### config.mk
export PLATFORM = sky130hd
export DESIGN_NAME = video_pattern_gen
export DESIGN_NICKNAME = d
export VERILOG_FILES = /design/src/rtl/video_stream_pkg.sv /design/src/rtl/video_pattern_pixel.sv /design/src/rtl/video_pattern_gen.sv
export SDC_FILE = /design/constraint.sdc
export NUM_CORES = 1
export LEC_CHECK = 0
export CORE_MARGIN = 4
export CORE_UTILIZATION = 57
export CTS_CLUSTER_DIAMETER = 150
export CTS_CLUSTER_SIZE = 40
export DETAILED_ROUTE_END_ITERATION = 6
export DONT_BUFFER_PORTS = 1
export PLACE_DENSITY = 0.85
export SLEW_MARGIN = 20
export SYNTH_ARGS = -nofsm -noshare
export SYNTH_HDL_FRONTEND = slang
export SYNTH_SLANG_ARGS = --single-unit
export TNS_END_PERCENT = 100
### constraint.sdc
create_clock -name aclk -period 3.3 [get_ports aclk]
set_input_delay 0.99 -clock aclk [delete_from_list [all_inputs] [get_ports aclk]]
set_output_delay 0.99 -clock aclk [all_outputs]
set_load 0.1 [all_outputs]
### src/rtl/video_stream_pkg.sv
// Shared types and constants for the video test-pattern source.
package video_stream_pkg;

  typedef enum logic [2:0] {
    PAT_SOLID   = 3'd0,
    PAT_BARS    = 3'd1,
    PAT_RAMP    = 3'd2,
    PAT_CHECK   = 3'd3,
    PAT_MOVRAMP = 3'd4
  } pat_e;

  localparam int CTL_EN      = 31;
  localparam int CTL_PAT_LSB = 28;
  localparam int CTL_COL_MSB = 23;

  localparam logic [23:0] BAR_TAB [8] = '{
    24'hFFFFFF, 24'hFFFF00, 24'h00FFFF, 24'h00FF00,
    24'hFF00FF, 24'hFF0000, 24'h0000FF, 24'h000000
  };

endpackage

### src/rtl/video_pattern_pixel.sv
// Combinational pixel generator: maps (pattern, position, bar, frame) to RGB.
module video_pattern_pixel
  import video_stream_pkg::*;
#(
  parameter int XW = 11,
  parameter int YW = 10
) (
  input  logic [2:0]    sel_i,
  input  logic [23:0]   colour_i,
  input  logic [XW-1:0] x_i,
  input  logic [YW-1:0] y_i,
  input  logic [2:0]    bar_i,
  input  logic [7:0]    frame_cnt_i,
  output logic [23:0]   pixel_o
);

  // Zero-extend so narrow test geometries can still address x[7:0] and y[4].
  logic [15:0] xe, ye;
  logic [7:0]  mov;
  logic        unused_bits;

  assign xe          = 16'(x_i);
  assign ye          = 16'(y_i);
  assign mov         = xe[7:0] + frame_cnt_i;
  assign unused_bits = ^{xe[15:8], ye[15:5], ye[3:0]};

  always_comb begin
    pixel_o = colour_i;
    case (sel_i)
      PAT_BARS:    pixel_o = BAR_TAB[bar_i];
      PAT_RAMP:    pixel_o = {3{xe[7:0]}};
      PAT_CHECK:   pixel_o = (xe[4] ^ ye[4]) ? 24'hFFFFFF : 24'h000000;
      PAT_MOVRAMP: pixel_o = {3{mov}};
      default:     pixel_o = colour_i;
    endcase
  end

endmodule

### src/rtl/video_pattern_gen.sv
// AXI4-Stream test-pattern master: control sync, frame FSM, counters and
// registered output beat.
module video_pattern_gen
  import video_stream_pkg::*;
#(
  parameter int H_ACTIVE = 1280,
  parameter int V_ACTIVE = 720
) (
  input  logic        aclk,
  input  logic        aresetn,
  input  logic [31:0] ctl_reg,
  input  logic        m_axis_video_TREADY,
  output logic        m_axis_video_TVALID,
  output logic [23:0] m_axis_video_TDATA,
  output logic [2:0]  m_axis_video_TKEEP,
  output logic [2:0]  m_axis_video_TSTRB,
  output logic        m_axis_video_TUSER,
  output logic        m_axis_video_TLAST,
  output logic        m_axis_video_TID,
  output logic        m_axis_video_TDEST,
  output logic        frame_done,
  output logic        busy
);

  localparam int XW = $clog2(H_ACTIVE);
  localparam int YW = $clog2(V_ACTIVE);

  typedef enum logic {S_IDLE, S_ACTIVE} state_e;

  state_e        state_q;
  logic [31:0]   sync1_q, sync2_q;
  logic [XW-1:0] x_q, x_d, bc_q, bc_d;
  logic [YW-1:0] y_q, y_d;
  logic [2:0]    bar_q, bar_d, sel_q, sel_d;
  logic [23:0]   col_q, col_d, pix;
  logic [7:0]    fc_q, fc_d;
  logic          tvalid_q, tuser_q, tlast_q, frame_done_q;
  logic [23:0]   tdata_q;
  logic          accept, last, start, adv, fin;
  logic          unused_ctl;

  assign accept     = tvalid_q & m_axis_video_TREADY;
  assign last       = (x_q == XW'(H_ACTIVE-1)) && (y_q == YW'(V_ACTIVE-1));
  assign unused_ctl = ^sync2_q[27:24];

  // Next-beat position and per-frame settings; the pixel is computed for the
  // beat about to be registered, so the output register is always in step.
  always_comb begin
    x_d = x_q; y_d = y_q; bar_d = bar_q; bc_d = bc_q;
    fc_d = fc_q; sel_d = sel_q; col_d = col_q;
    start = 1'b0; adv = 1'b0; fin = 1'b0;
    if (state_q == S_IDLE) begin
      start = sync2_q[CTL_EN];
    end else if (accept) begin
      if (last) begin
        fin   = 1'b1;
        fc_d  = fc_q + 8'd1;
        start = sync2_q[CTL_EN];
      end else begin
        adv = 1'b1;
      end
    end
    if (start || fin) begin
      x_d = '0; y_d = '0; bar_d = '0; bc_d = '0;
    end
    if (start) begin
      sel_d = sync2_q[CTL_PAT_LSB +: 3];
      col_d = sync2_q[CTL_COL_MSB:0];
    end
    if (adv) begin
      if (x_q == XW'(H_ACTIVE-1)) begin
        x_d = '0; y_d = y_q + 1'b1; bar_d = '0; bc_d = '0;
      end else begin
        x_d = x_q + 1'b1;
        if (bc_q == XW'(H_ACTIVE/8-1)) begin
          bc_d = '0; bar_d = bar_q + 3'd1;
        end else begin
          bc_d = bc_q + 1'b1;
        end
      end
    end
  end

  video_pattern_pixel #(.XW(XW), .YW(YW)) u_pix (
    .sel_i       (sel_d),
    .colour_i    (col_d),
    .x_i         (x_d),
    .y_i         (y_d),
    .bar_i       (bar_d),
    .frame_cnt_i (fc_d),
    .pixel_o     (pix)
  );

  always_ff @(posedge aclk or negedge aresetn) begin
    if (!aresetn) begin
      state_q <= S_IDLE;
      sync1_q <= '0; sync2_q <= '0;
      x_q <= '0; y_q <= '0; bar_q <= '0; bc_q <= '0;
      fc_q <= '0; sel_q <= '0; col_q <= '0;
      tvalid_q <= 1'b0; tdata_q <= '0; tuser_q <= 1'b0; tlast_q <= 1'b0;
      frame_done_q <= 1'b0;
    end else begin
      sync1_q <= ctl_reg;
      sync2_q <= sync1_q;
      x_q <= x_d; y_q <= y_d; bar_q <= bar_d; bc_q <= bc_d;
      fc_q <= fc_d; sel_q <= sel_d; col_q <= col_d;
      frame_done_q <= fin;
      if (start || adv) begin
        state_q  <= S_ACTIVE;
        tvalid_q <= 1'b1;
        tdata_q  <= pix;
        tuser_q  <= start;
        tlast_q  <= (x_d == XW'(H_ACTIVE-1));
      end else if (fin) begin
        state_q  <= S_IDLE;
        tvalid_q <= 1'b0;
        tuser_q  <= 1'b0;
        tlast_q  <= 1'b0;
      end
    end
  end

  assign m_axis_video_TVALID = tvalid_q;
  assign m_axis_video_TDATA  = tdata_q;
  assign m_axis_video_TKEEP  = 3'b111;
  assign m_axis_video_TSTRB  = 3'b111;
  assign m_axis_video_TUSER  = tuser_q;
  assign m_axis_video_TLAST  = tlast_q;
  assign m_axis_video_TID    = 1'b0;
  assign m_axis_video_TDEST  = 1'b0;
  assign frame_done          = frame_done_q;
  assign busy                = (state_q == S_ACTIVE);

endmodule

# Word-level counts from Yosys, hierarchy flattened
# Memory sizes are Yosys's and may differ from the RTL's.
# Cells that the tools add are included.
op_classes:
  add_sub_neg: 6
  mul: 0
  div_mod_pow: 0
  order_cmp: 1
  n_eq_ne: 8
  shifts: 0
  muxes: 36
  bitwise_logic: 3
  reduce_logical: 5
op_table:
  columns: ["cell", "n"]
  rows:
  - ["$mux W24", 4]
  - ["$pmux W24 S4", 1]
  - ["$mux W11", 7]
  - ["$mux W10", 3]
  - ["$mux W8", 3]
  - ["$add A11 B1 Y11 const B", 2]
  - ["$eq A11 B11 Y1 const B", 2]
  - ["$mux W3", 5]
  - ["$mux W1", 13]
  - ["$eq A11 B8 Y1 const B", 1]
  - ["$add A10 B1 Y10 const B", 1]
  - ["$eq A10 B10 Y1 const B", 1]
  - ["$add A8 B1 Y8 const B", 1]
  - ["$add A8 B8 Y8", 1]
  - ["$eq A3 B2 Y1 const B", 2]
  - ["$ge A4 B4 Y1 const B", 1]
  - ["$not A3 Y4", 1]
  - ["$reduce_bool A2 Y1", 2]
  - ["$add A3 B1 Y3 const B", 1]
  - ["$eq A3 B1 Y1 const B", 1]
  - ["$eq A3 B3 Y1 const B", 1]
  - ["$logic_or A1 B1 Y1", 2]
  - ["$and A1 B1 Y1", 1]
  - ["$logic_and A1 B1 Y1", 1]
  - ["$xor A1 B1 Y1", 1]
totals:
  ff_bits: 162
  latchBits: 0
  ram_bits: 0
  rom_bits: 192
  in_bits: 35
  output_inout_bits: 37
  elab_cells: 74
  n_memories: 1
mem_list:
  columns: ["name", "words", "word_bits", "read_ports", "rd_clocked_by_memory_dff", "write_ports", "line", "text"]
  rows:
  - ["(name not given)", 8, 24, 1, 0, 0, "video_pattern_pixel.sv:30", "PAT_BARS: pixel_o = BAR_TAB[bar_i];"]

# Depth between registers and ports, before layout
# Gate-level depths: netlist (run 1).
depth:
  depth_word: 15
  depth_mapped: 16
  mapped_depth_nobuf: 15

# Hierarchy
# Synthesis (run 1) repeated with hierarchy kept, for this count alone.
unflattened:
  cells_unflattened: 562
  area_unflattened_um2: 6721.4
modules_own_cells:
  columns: ["mod", "n_inst", "cells_per_inst", "area_per_inst_um2", "seq_area_each_um2"]
  rows:
  - ["video_pattern_gen", 1, 433, 5934.4, 3853.7]
  - ["video_pattern_pixel", 1, 129, 787.0, 0.0]

# Worst setup path after synthesis (run 1)
# Ideal clock, no wire load.
synth_path:
  path_type: "register -> register"
  start: "register tvalid_q, in the netlist m_axis_video_TVALID"
  end: "register tdata_q[23], in the netlist m_axis_video_TDATA[23]"
  setup_ps: 144
  arrival_ps: 3769
  t_required_ps: 3156
  slack_ps: -613
  stages_incl_launch_ff: 16
  n_path_buf: 2
  period_less_slack_ps: 3913
  cell_sequence: "dfrtp_1 -> buf_2 -> and2_1 -> clkbuf_1 -> nand3_1 -> inv_1 -> nand4_1 -> xnor2_1 -> ha_1 -> o21ai_0 -> o21ai_0 -> a2111oi_0 -> or4_1 -> and3b_1 -> o22ai_1 -> a211oi_1"
synth_via:
  elab_chain_len: 13
  elab_cells_between_ends: 34
  classes_between: "add/sub (1); eq/ne (4); mux (23); bitwise (3); reduce/logical (2); memory (1)"
synth_rtl:
  columns: ["item", "line", "text"]
  rows:
  - ["from (decl)", "video_pattern_gen.sv:37", "logic tvalid_q, tuser_q, tlast_q, frame_done_q;"]
  - ["from (signal assigned)", "video_pattern_gen.sv:100", "tvalid_q <= 1'b0; tdata_q <= '0; tuser_q <= 1'b0; tlast_q <= 1'b0;"]
  - ["from (signal assigned)", "video_pattern_gen.sv:110", "tvalid_q <= 1'b1;"]
  - ["from (signal assigned)", "video_pattern_gen.sv:116", "tvalid_q <= 1'b0;"]
  - ["$and A1 B1 Y1", "video_pattern_gen.sv:42", "assign accept = tvalid_q & m_axis_video_TREADY;"]
  - ["$mux W1", "video_pattern_gen.sv:54", "end else if (accept) begin"]
  - ["$mux W1 *", "video_pattern_gen.sv:52", "if (state_q == S_IDLE) begin"]
  - ["via fin", "video_pattern_gen.sv:39", "logic accept, last, start, adv, fin;"]
  - ["$logic_or A1 B1 Y1 *", "video_pattern_gen.sv:63", "if (start || fin) begin"]
  - ["$mux W3", "video_pattern_gen.sv:63", null]
  - ["$mux W3", "video_pattern_gen.sv:75", "if (bc_q == XW'(H_ACTIVE/8-1)) begin"]
  - ["$mux W3", "video_pattern_gen.sv:71", "if (x_q == XW'(H_ACTIVE-1)) begin"]
  - ["$mux W3", "video_pattern_gen.sv:70", "if (adv) begin"]
  - ["$not A3 Y4 (implied by the code)", "video_pattern_pixel.sv:30", null]
  - ["$mem_v2 Z8 W24", null, null]
  - ["$mux W24 (implied by the code) (2 in a row)", "video_pattern_pixel.sv:30", null]
  - ["$pmux W24 S4 *", "video_pattern_pixel.sv:29", "case (sel_i)"]
  - ["to (signal assigned)", "video_pattern_gen.sv:111", "tdata_q <= pix;"]
  - ["to (decl)", "video_pattern_gen.sv:38", "logic [23:0] tdata_q;"]
# Mark *: on every way through the listed nets, which the timed path passes. The rest lies on a longest branch. The select of a mux whose other input is x is not followed.
# A chain may end at the register's enable or synchronous reset.

# Worst setup path after layout (run 1)
layout_path:
  start: "register x_q[0]"
  end: "register tdata_q[23], in the netlist m_axis_video_TDATA[23]"
layout_via:
  elab_chain_len: 15
  elab_cells_between_ends: 41
  classes_between: "add/sub (2); eq/ne (5); mux (28); bitwise (2); reduce/logical (3); memory (1)"
layout_rtl:
  columns: ["item", "line", "text"]
  rows:
  - ["from (decl)", "video_pattern_gen.sv:32", "logic [XW-1:0] x_q, x_d, bc_q, bc_d;"]
  - ["from (signal assigned)", "video_pattern_gen.sv:98", "x_q <= '0; y_q <= '0; bar_q <= '0; bc_q <= '0;"]
  - ["from (signal assigned)", "video_pattern_gen.sv:105", "x_q <= x_d; y_q <= y_d; bar_q <= bar_d; bc_q <= bc_d;"]
  - ["$eq A11 B11 Y1 *", "video_pattern_gen.sv:43", "assign last = (x_q == XW'(H_ACTIVE-1)) && (y_q == YW'(V_ACTIVE-1));"]
  - ["$logic_and A1 B1 Y1 *", "video_pattern_gen.sv:43", null]
  - ["$mux W1 *", "video_pattern_gen.sv:55", "if (last) begin"]
  - ["$mux W1 *", "video_pattern_gen.sv:54", null]
  - ["$mux W1 *", "video_pattern_gen.sv:52", null]
  - ["via fin", "video_pattern_gen.sv:39", null]
  - ["$logic_or A1 B1 Y1 *", "video_pattern_gen.sv:63", null]
  - ["$mux W3", "video_pattern_gen.sv:63", null]
  - ["$mux W3", "video_pattern_gen.sv:75", null]
  - ["$mux W3", "video_pattern_gen.sv:71", null]
  - ["$mux W3", "video_pattern_gen.sv:70", null]
  - ["$not A3 Y4 (implied by the code)", "video_pattern_pixel.sv:30", null]
  - ["$mem_v2 Z8 W24", null, null]
  - ["$mux W24 (implied by the code) (2 in a row)", "video_pattern_pixel.sv:30", null]
  - ["$pmux W24 S4 *", "video_pattern_pixel.sv:29", null]
# Marks and branches as above.

==> key figures, run 1 <==
Global route
  • Total gr overflow: 0
  • Vias in the first global route: 5346
  • Gr usage total: 26.71%
  • Largest net degree at the start of global routing: 155
  • First-pass GRT wire length: 27450 um
  • Initial antenna violation count: 0

Timing
  • WHS: 0.2621 ns
  • Final hold vios: 0
  • Setup ws final: -0.3250 ns
  • Least-Margin Pin Slew: 0.9922 ns
  • Final period utilization: 109.8%
  • Slew Viols, Final: 0
  • Setup TNS: -1.572 ns
  • Fmax: 275.9 MHz
  • Max-slew headroom: 33.85%
  • Post-route minimum period: 3.625 ns
  • RSZ-0062 raised after global routing: yes
  • Clock skew: 0.01223 ns
  • Final setup violation count: 12

CTS
  • H-tree depth: 4
  • Latest clock arrival within the worst-skew pair: 0.43 ns
  • CTS tree: built
  • Clk slew on worst S/H paths: 0.06 ns
  • CTS max path bufs: 2
  • Clock sink count: 154
  • Clock root cell: clkbuf_16
  • CTS Buf Count: 17
  • Hold buffer count at CTS: 0

Final layout
  • Fill count: 662
  • Nets@finish: 718
  • Area delta synth->final: 23.60%
  • Share of cells above drive strength 1: 29.43%
  • # diodes: 0

Power and ir drop
  • PD cells: 826.6 nW/um^2
  • Seq pwr share: 51.7%
  • Internal Power: 3.894 mW
  • Leak pwr: 3.722 nW
  • Comb pwr share: 19.7%
  • NetSw: 2.991 mW
  • Clk pwr share: 28.6%
  • Max VDD drop: 800.4 uV
  • Sw frac: 43.44%

Floorplanning
  • Core footprint: 11520 um^2
  • Die Y: 116.7 um
  • Die W: 116.7 um
  • Row cnt: 39
  • Die area: 13630 um^2
  • Initial core utilization: 58.52%
  • Num ports: 72

Synth
  • Synthesized area: 6739 um^2
  • Asr flop ratio synth: 100.0%
  • Mapped Cells: 595
  • Share of the yosys chip area belonging to registers: 57.19%
  • Synthesis-stage register bit count: 154
  • Dominant cell type by area after synthesis: dfrtp_1
  • Most used DFF post-synth: dfrtp_1
  • Synth top area cells: dfrtp_1 (57%), mux2_2 (4.0%), o21ai_0 (2.8%), nand2_1 (2.7%), nor2_1 (2.4%)
  • Synth warnings: 0
  • Post-synth top area share: 57.19%
  • Post-Syn Area per Cell: 11.33 um^2
  • Synth cell types: 63
  • EDFF count, synth: 0

Route
  • Final ANT Viol Nets: 0
  • DRC: 0
  • Vias per std cell: 6.517
  • WL/cell: 22.40 um
  • WL final: 18500 um
  • DR iter-0 viols: 630
  • DRT Pass-1 Iters: 5
  • Detailed-route via count: 5383

Worst setup path
  • Worst Path Arrival: 3.91 ns
  • Crit path required time: 3.58 ns
  • Crit Path Max Fanout: 4
  • CP Capture Type: flip-flop
  • Crit path kind: flip-flop to flip-flop
  • Startpoint class of the critical path: flip-flop

Placement
  • DP Wirelength: 11410 um
  • RD Place Congestion: 0.9632
  • PortBufs: 0

Min path
  • Worst Hold Class: input port to async pin

Run status
  • Failing checks: negative setup slack
  • Outcome: finished with violations

Run
  • Maxcap violations: 0
==> synth_stat cells, types with 3 or more instances <==
cell	count
a2111oi_0	5
a211oi_1	16
a21o_1	4
a21oi_1	11
a221oi_1	4
a22o_1	4
a22oi_1	5
a311oi_1	3
a31oi_1	5
and2_1	3
and3_1	11
buf_2	10
buf_4	9
clkbuf_1	13
dfrtp_1	154
ha_1	12
inv_1	14
mux2_1	3
mux2_2	24
mux2i_1	11
nand2_1	48
nand2b_1	8
nand3_1	20
nand4_1	14
nor2_1	43
nor3_1	20
nor4_1	4
nor4_2	3
o21ai_0	38
o21ai_1	7
o22ai_1	4
o31ai_1	6
or2_2	3
xnor2_1	10
xor2_1	11
==> sequential cells by signal, indices dropped and copies added, names as in the netlist, 3 cells and up <==
register            cells
y_q                    10
sync1_q                28
bc_q                   11
fc_q                    8
x_q                    11
sel_q                   3
bar_q                   3
col_q                  24
sync2_q                28
m_axis_video_TDATA     24
==> power groups by stage <==
stage	Clock [mW]	Combinational, mW	Sequential [mW]
2_1_floorplan	0	0.800	3.49
3_3_place_gp	0	1.07	3.54
3_5_place_dp	0	1.15	3.57
4_1_cts	1.98	1.25	3.55
5_1_grt	2.07	1.44	3.59
6_report	1.97	1.36	3.56
==> logic make-up (layout without fill, tap and decap cells) <==
| group | Yosys count | after routing | synth area share, % |
|---|---|---|---|
| AND/OR/NAND/NOR | 195 | 195 | 15.08 |
| flip-flops | 154 | 154 | 57.19 |
| AO/OA/AOI/OAI | 125 | 125 | 12.81 |
| buffers and inverters | 47 | 129 | 3.416 |
| multiplexers | 38 | 38 | 6.146 |
| XOR/XNOR | 21 | 21 | 2.729 |
| adder cells (fa/ha/maj) | 13 | 13 | 2.525 |
| other | 2 | 8 | 0.1114 |
==> layout by cell type, fill, tap and decap left out, types with 4 or more instances in the layout <==
master | synthesis | layout
a21o_1 | 4 | 4
nor3_1 | 20 | 19
nand2b_1 | 8 | 8
mux2_2 | 24 | 24
a21oi_2 | 0 | 5
a211oi_2 | 0 | 7
nand4_1 | 14 | 14
nand2_1 | 48 | 48
clkinvlp_4 | 0 | 5
ha_1 | 12 | 9
nand3_1 | 20 | 18
a22oi_1 | 5 | 4
inv_1 | 14 | 13
a211oi_1 | 16 | 9
a21oi_1 | 11 | 4
o31ai_1 | 6 | 5
nor2_1 | 43 | 43
dfrtp_1 | 154 | 153
xor2_1 | 11 | 10
o21ai_0 | 38 | 34
clkbuf_16 | 0 | 17
and3_1 | 11 | 11
nor4_2 | 3 | 4
o21ai_1 | 7 | 8
a31oi_1 | 5 | 4
mux2i_1 | 11 | 10
conb_1 | 2 | 8
buf_4 | 9 | 80
xnor2_1 | 10 | 7
==> worst paths after layout <==
check                           slack [ns]   startpoint  cells after the start                      to
worst min register to register        0.35  sync1_q[30]                      0             sync2_q[30]
min in group aclk                     0.35  sync1_q[30]                      0             sync2_q[30]
worst min-delay path                  0.26      aresetn                      0                 x_q[10]
worst max-delay path                 -0.33       x_q[0]                     15  m_axis_video_TDATA[23]
worst max register to register       -0.33       x_q[0]                     15  m_axis_video_TDATA[23]
max in group asynchronous             2.81      aresetn                      0     m_axis_video_TVALID
==> critical path: stages (launching register included) <==
cell,delay (ns)
dfrtp_1,0.37
ha_2,0.21
nand3_2,0.15
nor3_4,0.28
nand3_4,0.14
inv_4,0.10
buf_4,0.11
nand4_1,0.22
nor2_1,0.26
xor2_1,0.28
ha_1,0.26
a2111oi_2,0.08
or4_4,0.50
and3b_2,0.23
o22ai_4,0.17
a211oi_2,0.11
==> timing repair <==
| item | CTS | global route |
|---|---|---|
| endpoints found under the setup margin | 15 | 24 |
| gates resized for setup | 32 | 27 |
| pin swaps | 4 | 22 |
| setup buffers | 3 | 8 |
==> layout make-up <==
type	count	area (um^2)	share of cell area (%)
Inverter	14	55.05	0.6610
Tap cell	143	178.9	2.148
Timing Repair Buffer	83	634.4	7.616
Clock inverter	13	162.7	1.953
Clock buffer	19	442.9	5.318
Multi-Input combinational cell	400	2998	35.99
Sequential cell	154	3857	46.31
==> per-layer routing <==
metal	global-route usage (%)	vias up	wire length [um]
met2	44.41	329	9422
met4	12.92	0	803
met3	6.995	78	1433
li1	-	2307	-
met1	32.46	2669	6840
met5	0	-	0
==> through the flow <==
step	util (%)	instance area [um^2]	setup slack [ns]	power, mW	cells
3_5_place_dp	64.04	7375	-0.4502	4.721	786
5_1_grt	72.33	8329	-0.3935	7.098	826
3_3_place_gp	64.04	7375	-0.2526	4.616	786
2_1_floorplan	-	6820	-0.07904	4.290	601
4_1_cts	70.66	8138	-0.1607	6.776	821
6_report	72.33	8329	-0.3250	6.885	826
No activity file was read; power rests on OpenSTA's default activity.
==> run 2: changes to the inputs <==
--- a/config.mk
+++ b/config.mk
@@ -11,6 +11,7 @@
 export CTS_CLUSTER_SIZE = 40
 export DETAILED_ROUTE_END_ITERATION = 6
 export DONT_BUFFER_PORTS = 1
+export GPL_ROUTABILITY_DRIVEN = 0
 export PLACE_DENSITY = 0.85
 export SLEW_MARGIN = 20
 export SYNTH_ARGS = -nofsm -noshare
==> key figures, run 2 (same netlist as run 1, synthesis figures left out) <==
Power and ir drop
  • Max VDD drop: 824.4 uV
  • Leak pwr: 3.707 nW
  • PD cells: 826.9 nW/um^2

Route
  • Detailed-route via count: 5476
  • Vias per std cell: 6.654
  • WL final: 19250 um
  • Final ANT Viol Nets: 0
  • DR iter-0 viols: 758
  • WL/cell: 23.39 um
  • DRT Pass-1 Iters: 5
  • DRC: 0

Worst setup path
  • Startpoint class of the critical path: flip-flop
  • Worst Path Arrival: 3.91 ns
  • CP Capture Type: flip-flop
  • Crit path kind: flip-flop to flip-flop
  • RR Startpoint: x_q[0]
  • Crit path required time: 3.59 ns
  • Crit path launch: x_q[0]
  • CP endpoint: m_axis_video_TDATA[7]
  • RR Endpoint: m_axis_video_TDATA[7]
  • R2r worst-path depth: 14
  • Crit Path Max Fanout: 5
  • Reg-to-reg setup timing slack: -0.33 ns

Final layout
  • Most frequent cells in the layout: dfrtp_1 (153), buf_4 (78), nand2_1 (47), nor2_1 (42), o21ai_0 (34)
  • Most common cell after layout, fill and taps aside: dfrtp_1
  • Largest registers: sync1_q: 28 flops, sync2_q: 28 flops
  • Final Non-Filler Cells: 823
  • # diodes: 0
  • Final Util: 72.82%
  • Nets@finish: 715
  • Share of cells above drive strength 1: 30.15%
  • Area delta synth->final: 24.43%
  • Fill count: 653

Run status
  • Failing checks: negative setup slack
  • Outcome: finished with violations

Timing
  • Least-Margin Pin Slew: 0.9861 ns
  • Post-route minimum period: 3.625 ns
  • Final hold vios: 0
  • Fmax: 275.9 MHz
  • Slew Viols, Final: 0
  • Clock skew: 0.007860 ns
  • Final period utilization: 109.9%
  • Max-slew headroom: 34.26%
  • Final setup violation count: 20
  • Setup ws final: -0.3251 ns
  • RSZ-0062 raised after global routing: yes

CTS
  • Latest clock arrival within the worst-skew pair: 0.43 ns
  • CTS tree: built
  • Clk slew on worst S/H paths: 0.07 ns
  • H-tree depth: 4
  • Hold buffer count at CTS: 0
  • CTS Buf Count: 17
  • Clock sink count: 154
  • Clock root cell: clkbuf_16
  • CTS max path bufs: 2

Floorplanning
  • Die W: 116.7 um
  • Die Y: 116.7 um
  • Num ports: 72
  • Initial core utilization: 58.52%
  • Row cnt: 39
  • Die area: 13630 um^2
  • Core footprint: 11520 um^2

Placement
  • PortBufs: 0
  • DP Wirelength: 11150 um
  • Setup WS pre-CTS: -0.5535 ns
  • DP Cell Count: 777

Global route
  • Initial antenna violation count: 0
  • Vias in the first global route: 5362
  • Largest net degree at the start of global routing: 155
  • Gr usage total: 27.31%
  • First-pass GRT wire length: 28130 um
  • Total gr overflow: 0

Min path
  • Worst Hold Class: input port to async pin

Run
  • Maxcap violations: 0
[run 2: timing repair]
action | 4_1_cts | 5_1_grt
gates resized for setup | 30 | 41
endpoints found under the hold margin | 0 | 0
pin swaps | 11 | 35
buffers inserted | 4 | 11
endpoints found under the setup margin | 9 | 20
[run 2: per-stage QoR]
stage / total power [mW] / setup TNS [ns] / cell area (um^2) / hold WS, ns
3_3_place_gp: 4.597 / -2.521 / 7307 / 0.3314
3_5_place_dp: 4.679 / -4.685 / 7307 / 0.3347
6_report: 6.934 / -2.700 / 8386 / 0.2509
2_1_floorplan: 4.290 / -0.4425 / 6820 / 0.3312
4_1_cts: 6.687 / -0.5340 / 8071 / 0.2492
5_1_grt: 7.132 / -4.748 / 8386 / 0.2320
[run 2: area by class of cell]
| class | instances | area (um^2) | area share, % |
|---|---|---|---|
| Sequential cell | 154 | 3857 | 46.00 |
| Multi-Input combinational cell | 400 | 3094 | 36.90 |
| Timing Repair Buffer | 80 | 608.1 | 7.252 |
| Clock buffer | 18 | 439.2 | 5.237 |
| Tap cell | 143 | 178.9 | 2.134 |
| Clock inverter | 14 | 152.6 | 1.820 |
| Inverter | 14 | 55.05 | 0.6565 |
[run 2: layer usage]
layer	vias up	wire (um)	global-route usage (%)	share of wire, %
li1	2284	-	-	-
met1	2734	6968	32.15	36
met2	346	9723	45.77	51
met3	112	1586	8.601	8.2
met4	0	975	12.61	5.1
met5	-	0	0	0
[run 2: power by group]
group          switching [mW]  total, mW  leakage (nW)  internal (mW)
Clock                   0.857       1.95         0.283           1.09
Sequential               1.39       3.58          1.90           2.19
Combinational           0.849       1.41          1.53          0.561
[run 2: worst max-delay path: stages, from the launching register on]
cell,delay (ns)
dfrtp_1,0.44
ha_4,0.21
nand3_4,0.12
buf_4,0.19
o31ai_1,0.31
a221oi_1,0.15
a211oi_2,0.31
inv_1,0.12
ha_1,0.34
or2_2,0.14
a21oi_2,0.07
or4_4,0.51
and3b_2,0.24
o22ai_4,0.21
a211oi_1,0.12
[run 2: worst min-delay path by stage]
| stage | slack, ns | start | end | depth (start not counted) |
|---|---|---|---|---|
| detailed placement | 0.33 | sync1_q[8] | sync2_q[8] | 0 |
| finish | 0.25 | aresetn | y_q[1] | 0 |
| global placement | 0.33 | sync1_q[4] | sync2_q[4] | 0 |
| CTS | 0.25 | aresetn | y_q[1] | 0 |
| floorplan | 0.33 | sync1_q[0] | sync2_q[0] | 0 |
| global route | 0.23 | aresetn | y_q[1] | 0 |
==> run 3: changes to the inputs <==
--- a/config.mk
+++ b/config.mk
@@ -5,6 +5,7 @@
 export SDC_FILE = /design/constraint.sdc
 export NUM_CORES = 1
 export LEC_CHECK = 0
+export ABC_CLOCK_PERIOD_IN_PS = 3300
 export CORE_MARGIN = 4
 export CORE_UTILIZATION = 57
 export CTS_CLUSTER_DIAMETER = 150
==> results of run 3 <==
The final DEF is identical to that of run 2; final timing and power are the same.
